**config.mk**
```make
export PLATFORM = sky130hd
export DESIGN_NAME = seg7_multi_digit_counter
export DESIGN_NICKNAME = d
export VERILOG_FILES = /design/src/rtl/seg7_multi_digit_counter.sv
export SDC_FILE = /design/constraint.sdc
export NUM_CORES = 1
export LEC_CHECK = 0
export ABC_AREA = 1
export CAP_MARGIN = 20
export CELL_PAD_IN_SITES_DETAIL_PLACEMENT = 0
export CELL_PAD_IN_SITES_GLOBAL_PLACEMENT = 1
export CORE_AREA = 2 2 127 98
export DETAILED_ROUTE_END_ITERATION = 12
export DIE_AREA = 0 0 129 100
export GPL_ROUTABILITY_DRIVEN = 0
export GPL_TIMING_DRIVEN = 0
export PLACE_DENSITY = 0.81
export SYNTH_ARGS = -nofsm -noshare
export SYNTH_HDL_FRONTEND = slang
export SYNTH_SLANG_ARGS = --single-unit
```
**constraint.sdc**
```tcl
create_clock -name clk -period 6.7 [get_ports clk]
set_input_delay 1.34 -clock clk [delete_from_list [all_inputs] [get_ports clk]]
set_output_delay 1.34 -clock clk [all_outputs]
set_load 0.03 [all_outputs]
```
**src/rtl/seg7_multi_digit_counter.sv**
```systemverilog
// N-digit BCD up/down counter on a programmable prescaler tick, driving a
// time-multiplexed 7-segment display. Option: SEG7_LEADING_ZERO_BLANK_EN.
module seg7_multi_digit_counter #(
    parameter int          NUM_DIGITS = 4,
    parameter logic [23:0] MAX_COUNT  = 24'd10_000_000,
    parameter int          SCAN_BITS  = 10
) (
    input  logic                    clk,
    input  logic                    reset,
    input  logic [7:0]              rate,
    input  logic                    enable,
    input  logic                    down,
    input  logic                    clear,
    output logic [4*NUM_DIGITS-1:0] count_bcd,
    output logic                    wrap,
    output logic [6:0]              segments,
    output logic [NUM_DIGITS-1:0]   digit_sel,
    output logic                    dp
);

    localparam int IDX_W = (NUM_DIGITS > 1) ? $clog2(NUM_DIGITS) : 1;

    logic [23:0]               presc_q, presc_d, compare;
    logic                      tick;
    logic [4*NUM_DIGITS-1:0]   digits_q, digits_d, stepped;
    logic                      wrap_q, wrap_d, all_limit;
    logic [NUM_DIGITS-1:0]     is_nine, is_zero, sel_d;
    logic [SCAN_BITS-1:0]      scan_q, scan_d;
    logic [IDX_W-1:0]          idx_q, idx_d;
    logic [3:0]                cur_digit;
    logic [6:0]                seg_d, seg_q;
    logic [NUM_DIGITS-1:0]     sel_q;
    logic                      dp_d, dp_q;

    // A lowered rate leaves the prescaler above the new compare; >= fires at once.
    assign compare = (rate == 8'd0) ? MAX_COUNT : {6'b0, rate, 10'b0};
    assign tick    = enable && (presc_q >= compare);

    generate
        for (genvar gi = 0; gi < NUM_DIGITS; gi++) begin : g_digit
            assign is_nine[gi] = (digits_q[4*gi +: 4] == 4'd9);
            assign is_zero[gi] = (digits_q[4*gi +: 4] == 4'd0);
            assign sel_d[gi]   = (idx_q == IDX_W'(gi));
        end
    endgenerate

    // Ripple the carry/borrow from the LSD; surviving past the MSD means a wrap.
    always_comb begin
        logic carry;
        carry   = 1'b1;
        stepped = digits_q;
        for (int i = 0; i < NUM_DIGITS; i++) begin
            if (carry) begin
                if (down ? is_zero[i] : is_nine[i]) begin
                    stepped[4*i +: 4] = down ? 4'd9 : 4'd0;
                end else begin
                    stepped[4*i +: 4] = down ? digits_q[4*i +: 4] - 4'd1
                                             : digits_q[4*i +: 4] + 4'd1;
                    carry = 1'b0;
                end
            end
        end
        all_limit = carry;
    end

    always_comb begin
        presc_d  = presc_q;
        digits_d = digits_q;
        wrap_d   = 1'b0;
        if (clear) begin
            presc_d  = '0;
            digits_d = '0;
        end else if (enable) begin
            presc_d = tick ? 24'd0 : presc_q + 24'd1;
            if (tick) begin
                digits_d = stepped;
                wrap_d   = all_limit;
            end
        end
    end

    always_comb begin
        scan_d = scan_q + SCAN_BITS'(1);
        idx_d  = idx_q;
        if (&scan_q) begin
            idx_d = (idx_q == IDX_W'(NUM_DIGITS - 1)) ? '0 : idx_q + IDX_W'(1);
        end
    end

    assign cur_digit = digits_q[4*idx_q +: 4];

`ifdef SEG7_LEADING_ZERO_BLANK_EN
    logic [NUM_DIGITS-1:0] zero_above;
    always_comb begin
        logic acc;
        acc = 1'b1;
        zero_above = '0;
        for (int i = NUM_DIGITS - 1; i >= 0; i--) begin
            acc = acc && is_zero[i];
            zero_above[i] = acc;
        end
    end
`endif

    always_comb begin
        case (cur_digit)
            4'd0:    seg_d = 7'h3F;
            4'd1:    seg_d = 7'h06;
            4'd2:    seg_d = 7'h5B;
            4'd3:    seg_d = 7'h4F;
            4'd4:    seg_d = 7'h66;
            4'd5:    seg_d = 7'h6D;
            4'd6:    seg_d = 7'h7D;
            4'd7:    seg_d = 7'h07;
            4'd8:    seg_d = 7'h7F;
            4'd9:    seg_d = 7'h6F;
            default: seg_d = 7'h00;
        endcase
`ifdef SEG7_LEADING_ZERO_BLANK_EN
        if ((idx_q != '0) && zero_above[idx_q]) begin
            seg_d = 7'h00;
        end
`endif
    end

    assign dp_d = (idx_q == '0) && !enable;

    always_ff @(posedge clk) begin
        if (reset) begin
            presc_q  <= '0;
            digits_q <= '0;
            wrap_q   <= 1'b0;
            scan_q   <= '0;
            idx_q    <= '0;
            seg_q    <= '0;
            sel_q    <= '0;
            dp_q     <= 1'b0;
        end else begin
            presc_q  <= presc_d;
            digits_q <= digits_d;
            wrap_q   <= wrap_d;
            scan_q   <= scan_d;
            idx_q    <= idx_d;
            seg_q    <= seg_d;
            sel_q    <= sel_d;
            dp_q     <= dp_d;
        end
    end

    assign count_bcd = digits_q;
    assign wrap      = wrap_q;
    assign segments  = seg_q;
    assign digit_sel = sel_q;
    assign dp        = dp_q;

endmodule

```
==> impl_results.html <==
<table>
<tr><th>Metric</th><th>Value</th></tr>
<tr><th colspan="2">Detailed routing</th></tr>
<tr><td>Vias after detailed routing</td><td>about 3,900</td></tr>
<tr><td>Antenna Violating Nets Remaining</td><td>0</td></tr>
<tr><td>WL final</td><td>10.1 mm</td></tr>
<tr><td>Vias per cell</td><td>about 4.7</td></tr>
<tr><td>Number of iterations in the first detailed-routing pass</td><td>4</td></tr>
<tr><td>Post-detailed-route wirelength per cell</td><td>~12 µm</td></tr>
<tr><td>Drt initial violations</td><td>220</td></tr>
<tr><td># DRC</td><td>0</td></tr>
<tr><th colspan="2">Global route</th></tr>
<tr><td>First-pass GRT wire length</td><td>approximately 17 mm</td></tr>
<tr><td>Maximum number of pins on one net before global-route repair</td><td>15</td></tr>
<tr><td>Global-route usage over all layers</td><td>0.164</td></tr>
<tr><td>Leftover overflow at the end of global routing</td><td>0</td></tr>
<tr><td>Vias in the first global route</td><td>~3,600</td></tr>
<tr><td>Initial antenna violation count</td><td>0</td></tr>
<tr><th colspan="2">Floorplan</th></tr>
<tr><td>Die extent in y</td><td>100 µm</td></tr>
<tr><td>FP Rows</td><td>35</td></tr>
<tr><td>Core Area</td><td>roughly 12,000 µm²</td></tr>
<tr><td>Top-level port count</td><td>42</td></tr>
<tr><td>Initial core utilization</td><td>0.347</td></tr>
<tr><td>Horizontal die dimension</td><td>between 100 and 150 µm</td></tr>
<tr><td>Floorplan die area</td><td>12,900 µm²</td></tr>
<tr><th colspan="2">Timing</th></tr>
<tr><td>Worst hold slack</td><td>between 0.4 and 0.5 ns</td></tr>
<tr><td>Top achievable clock speed</td><td>254 MHz</td></tr>
<tr><td>RSZ-0062 raised after global routing</td><td>no</td></tr>
<tr><td>Final TNS setup</td><td>0 ns</td></tr>
<tr><td>Final setup vio count</td><td>0</td></tr>
<tr><td>Hold Violations, Final</td><td>0</td></tr>
<tr><td>Max Transition Viols Final</td><td>0</td></tr>
<tr><td>Worst-case clock skew</td><td>about 0.007 ns</td></tr>
<tr><td>Post-route fraction of the period consumed by the critical path</td><td>0.588</td></tr>
<tr><td>Max-Slew Margin vs Limit</td><td>0.541</td></tr>
<tr><td>Worst Max-Slew Pin Slew</td><td>0.686 ns</td></tr>
<tr><td>Shortest period the worst path allows</td><td>3.94 ns</td></tr>
<tr><th colspan="2">Placement</th></tr>
<tr><td>Post-Place Cells</td><td>between 800 and 900</td></tr>
<tr><td>Half-perimeter wire length after detailed placement</td><td>7.93 mm</td></tr>
<tr><td>Number of port buffers</td><td>39</td></tr>
<tr><th colspan="2">Synthesis</th></tr>
<tr><td>Ranking of synthesized cells by area</td><td>dfxtp_1 (32%), nand2_1 (12%), ha_1 (10%)</td></tr>
<tr><td>Yosys warning total</td><td>0</td></tr>
<tr><td>Cell taking the most area after synthesis</td><td>dfxtp_1</td></tr>
<tr><td>Synthesized area</td><td>just over 4000 µm²</td></tr>
<tr><td>Fraction of the yosys area taken by sequential cells</td><td>0.316</td></tr>
<tr><td>Flop and latch count out of synthesis</td><td>65</td></tr>
<tr><td>Share of synthesized registers carrying an async set or reset</td><td>0</td></tr>
<tr><td>Post-synth EDFFs</td><td>0</td></tr>
<tr><td>Mean post-synth cell area</td><td>between 6 and 7 µm²</td></tr>
<tr><td>Post-synthesis net count</td><td>roughly 650</td></tr>
<tr><td>Gate Count Post-Synth</td><td>around 600</td></tr>
<tr><td>Leading register cell type out of synthesis</td><td>dfxtp_1</td></tr>
<tr><td>Share of the synthesized area in the top cell type</td><td>0.316</td></tr>
<tr><td>Library cells used by synthesis</td><td>approximately 40</td></tr>
<tr><th colspan="2">Critical path</th></tr>
<tr><td>Data arrival at the endpoint of the critical path</td><td>around 4.2 ns</td></tr>
<tr><td>Startpoint Class</td><td>input port</td></tr>
<tr><td>Worst R2R Start</td><td>idx_q[1]</td></tr>
<tr><td>Required time of the worst setup path</td><td>roughly 6.9 ns</td></tr>
<tr><td>Crit path max fanout</td><td>10</td></tr>
<tr><td>R2R Path End</td><td>segments[6]</td></tr>
<tr><td>Worst Setup Path Type</td><td>in -&gt; reg</td></tr>
<tr><td>R2r setup slk</td><td>4.54 ns</td></tr>
<tr><td>Depth of the worst register-to-register path</td><td>10</td></tr>
<tr><td>Setup crit end kind</td><td>flop</td></tr>
<tr><th colspan="2">Worst hold path</th></tr>
<tr><td>Hold WC Path Type</td><td>reg -&gt; reg</td></tr>
<tr><td>Hold EP</td><td>scan_q[0]</td></tr>
<tr><td>Start point of the worst min-delay path</td><td>scan_q[0]</td></tr>
<tr><td>Number of cells on the worst hold path</td><td>1</td></tr>
<tr><th colspan="2">Final layout</th></tr>
<tr><td>Antenna diodes</td><td>0</td></tr>
<tr><td>Count of fill cells added during filler insertion</td><td>approximately 1,200</td></tr>
<tr><td>P&amp;R area growth vs syn</td><td>20.9%</td></tr>
<tr><td># nets final</td><td>703</td></tr>
<tr><td>Multi-input combinational cell area</td><td>2430 µm²</td></tr>
<tr><td>Layout cells sized above 1</td><td>0.0671</td></tr>
<tr><td>Register cell area after layout</td><td>between 1000 and 1500 µm²</td></tr>
<tr><td>Fin util</td><td>0.420</td></tr>
<tr><td>Filler-free cell count of the finished design</td><td>822</td></tr>
<tr><th colspan="2">Clock network</th></tr>
<tr><td>Gates resized, CTS repair</td><td>0</td></tr>
<tr><td>Clock input transition at the sequential cells of the worst setup and hold paths</td><td>~0.05 ns</td></tr>
<tr><td>Maximum root-to-sink buffer count</td><td>2</td></tr>
<tr><td>Worst-Skew Late Latency</td><td>0.32 ns</td></tr>
<tr><td>Clock buffers created by TritonCTS</td><td>9</td></tr>
<tr><td>Clk sink count</td><td>65</td></tr>
<tr><td>Number of hold-repair buffers added at the cts stage</td><td>0</td></tr>
<tr><td>Master cell of the clock root buffer</td><td>clkbuf_16</td></tr>
<tr><td>Clock tree from TritonCTS</td><td>done</td></tr>
<tr><td>CTS H-tree lvls</td><td>3</td></tr>
<tr><td>Number of post-CTS setup repair buffers</td><td>0</td></tr>
<tr><th colspan="2">Power</th></tr>
<tr><td>Pleak</td><td>2.16 nW</td></tr>
<tr><td>Power Total</td><td>between 800 and 900 µW</td></tr>
<tr><td>Worst VDD drop</td><td>~0.11 mV</td></tr>
<tr><td>Power Density</td><td>176 nW/µm²</td></tr>
<tr><th colspan="2">Job</th></tr>
<tr><td>Number of max-cap violations</td><td>0</td></tr>
<tr><th colspan="2">Run status</th></tr>
<tr><td>Outcome</td><td>complete, no violations</td></tr>
</table>
## registers in the layout, indices dropped and copies added (netlist names)
register / cells
presc_q: 24
wrap: 1
dp: 1
count_bcd: 16
scan_q: 10
idx_q: 2
segments: 7
digit_sel: 4
## final cells by class
cell class                      instances  area share
Clock inverter                          3     0.00351
Timing Repair Buffer                   39      0.0783
Sequential cell                        65       0.261
Multi-Input combinational cell        440       0.487
Tap cell                              166      0.0417
Inverter                               86      0.0650
Clock buffer                           12      0.0495
Buffer                                 11      0.0141
## logic make-up after synthesis
kind of cell,after synthesis,share of synthesized area
buffers and inverters,97,0.0956
DFF,65,0.316
and+or+nand+nor,314,0.345
AOI/OAI and AO/OA,80,0.104
adders and majority gates,38,0.123
xor gates and xnor gates,8,0.0170
## synth_stat cells (2+ instances only)
| library cell | n |
|---|---|
| nor2_1 | 91 |
| nand2_2 | 3 |
| a21boi_0 | 2 |
| or2_2 | 3 |
| nor3_1 | 16 |
| clkbuf_1 | 2 |
| nand2_4 | 3 |
| buf_6 | 3 |
| xnor2_1 | 4 |
| nor3b_1 | 3 |
| o21ai_1 | 3 |
| buf_2 | 5 |
| ha_1 | 34 |
| fa_1 | 4 |
| nand2_1 | 127 |
| nand3_1 | 32 |
| xor2_1 | 4 |
| dfxtp_1 | 65 |
| a21oi_1 | 38 |
| a31oi_1 | 2 |
| o21ai_0 | 29 |
| a32oi_1 | 2 |
| nor2_2 | 4 |
| inv_2 | 2 |
| nor2_4 | 2 |
| inv_1 | 82 |
| nand3b_1 | 2 |
| nand4_1 | 22 |
## placed cells by master (no fill, tap or decap), drive strengths merged
master / n
a21boi: 2
a21o: 1
a21oi: 39
a31oi: 2
a32oi: 2
and3: 1
buf: 9
clkbuf: 14
clkdlybuf4s50: 39
clkinv: 4
clkinvlp: 1
dfxtp: 65
fa: 4
ha: 34
inv: 84
nand2: 133
nand3: 34
nand3b: 2
nand4: 23
nor2: 97
nor3: 17
nor3b: 3
nor4: 1
o211a: 1
o21a: 1
o21ai: 32
or2: 3
xnor2: 4
xor2: 4
## critical path, cell delays in order
cell and delay, ns:
clkdlybuf4s50_1 0.42, nor4_1 0.27, nand4_1 0.32, inv_1 0.28, nor2_1 0.07, ha_1 0.30, nand2_1 0.07, nor2_1 0.18
nand3_1 0.11, nor2_1 0.10, nand2_1 0.09, nand3_4 0.17, nand2_4 0.09, nand2_4 0.13, buf_6 0.17, nor2_1 0.05
## how the worst max path moves through the flow
stage	cells past startpoint	from	end	slack, ns
global placement	16	rate[2]	presc_q[11]	2.41
CTS	16	rate[2]	presc_q[5]	2.73
finish	16	rate[2]	presc_q[5]	2.76
global route	16	rate[2]	presc_q[4]	2.44
detailed placement	16	rate[2]	presc_q[5]	2.40
floorplan	15	rate[2]	presc_q[9]	3.44
## stage by stage
| stage | worst slack (ns) | instance area (µm²) |
|---|---|---|
| after global placement | 2.41 | 4720 |
| after global routing | 2.44 | 4980 |
| after CTS | 2.73 | 4980 |
| final | 2.76 | 4980 |
| after detailed placement | 2.40 | 4720 |
| after floorplan | 3.44 | 4120 |
## power breakdown
group / internal [mW] / switching (mW) / total [mW] / leakage (nW)
Clock: 0.257 / 0.162 / 0.419 / 0.128
Sequential: 0.391 / 0.00220 / 0.394 / 0.527
Combinational: 0.0242 / 0.0412 / 0.0654 / 1.50
Total: 0.673 / 0.206 / 0.879 / 2.16
## metal layers
| metal | vias up | GRT usage | part of all wire |
|---|---|---|---|
| li1 | 2048 | - | - |
| met1 | 1771 | 0.237 | 0.53 |
| met2 | 51 | 0.249 | 0.43 |
| met3 | 2 | 0.0325 | 0.034 |
| met4 | 0 | 0.0452 | 0.0050 |
| met5 | - | 0 | 0 |
Power figures use the tool's default switching activity.
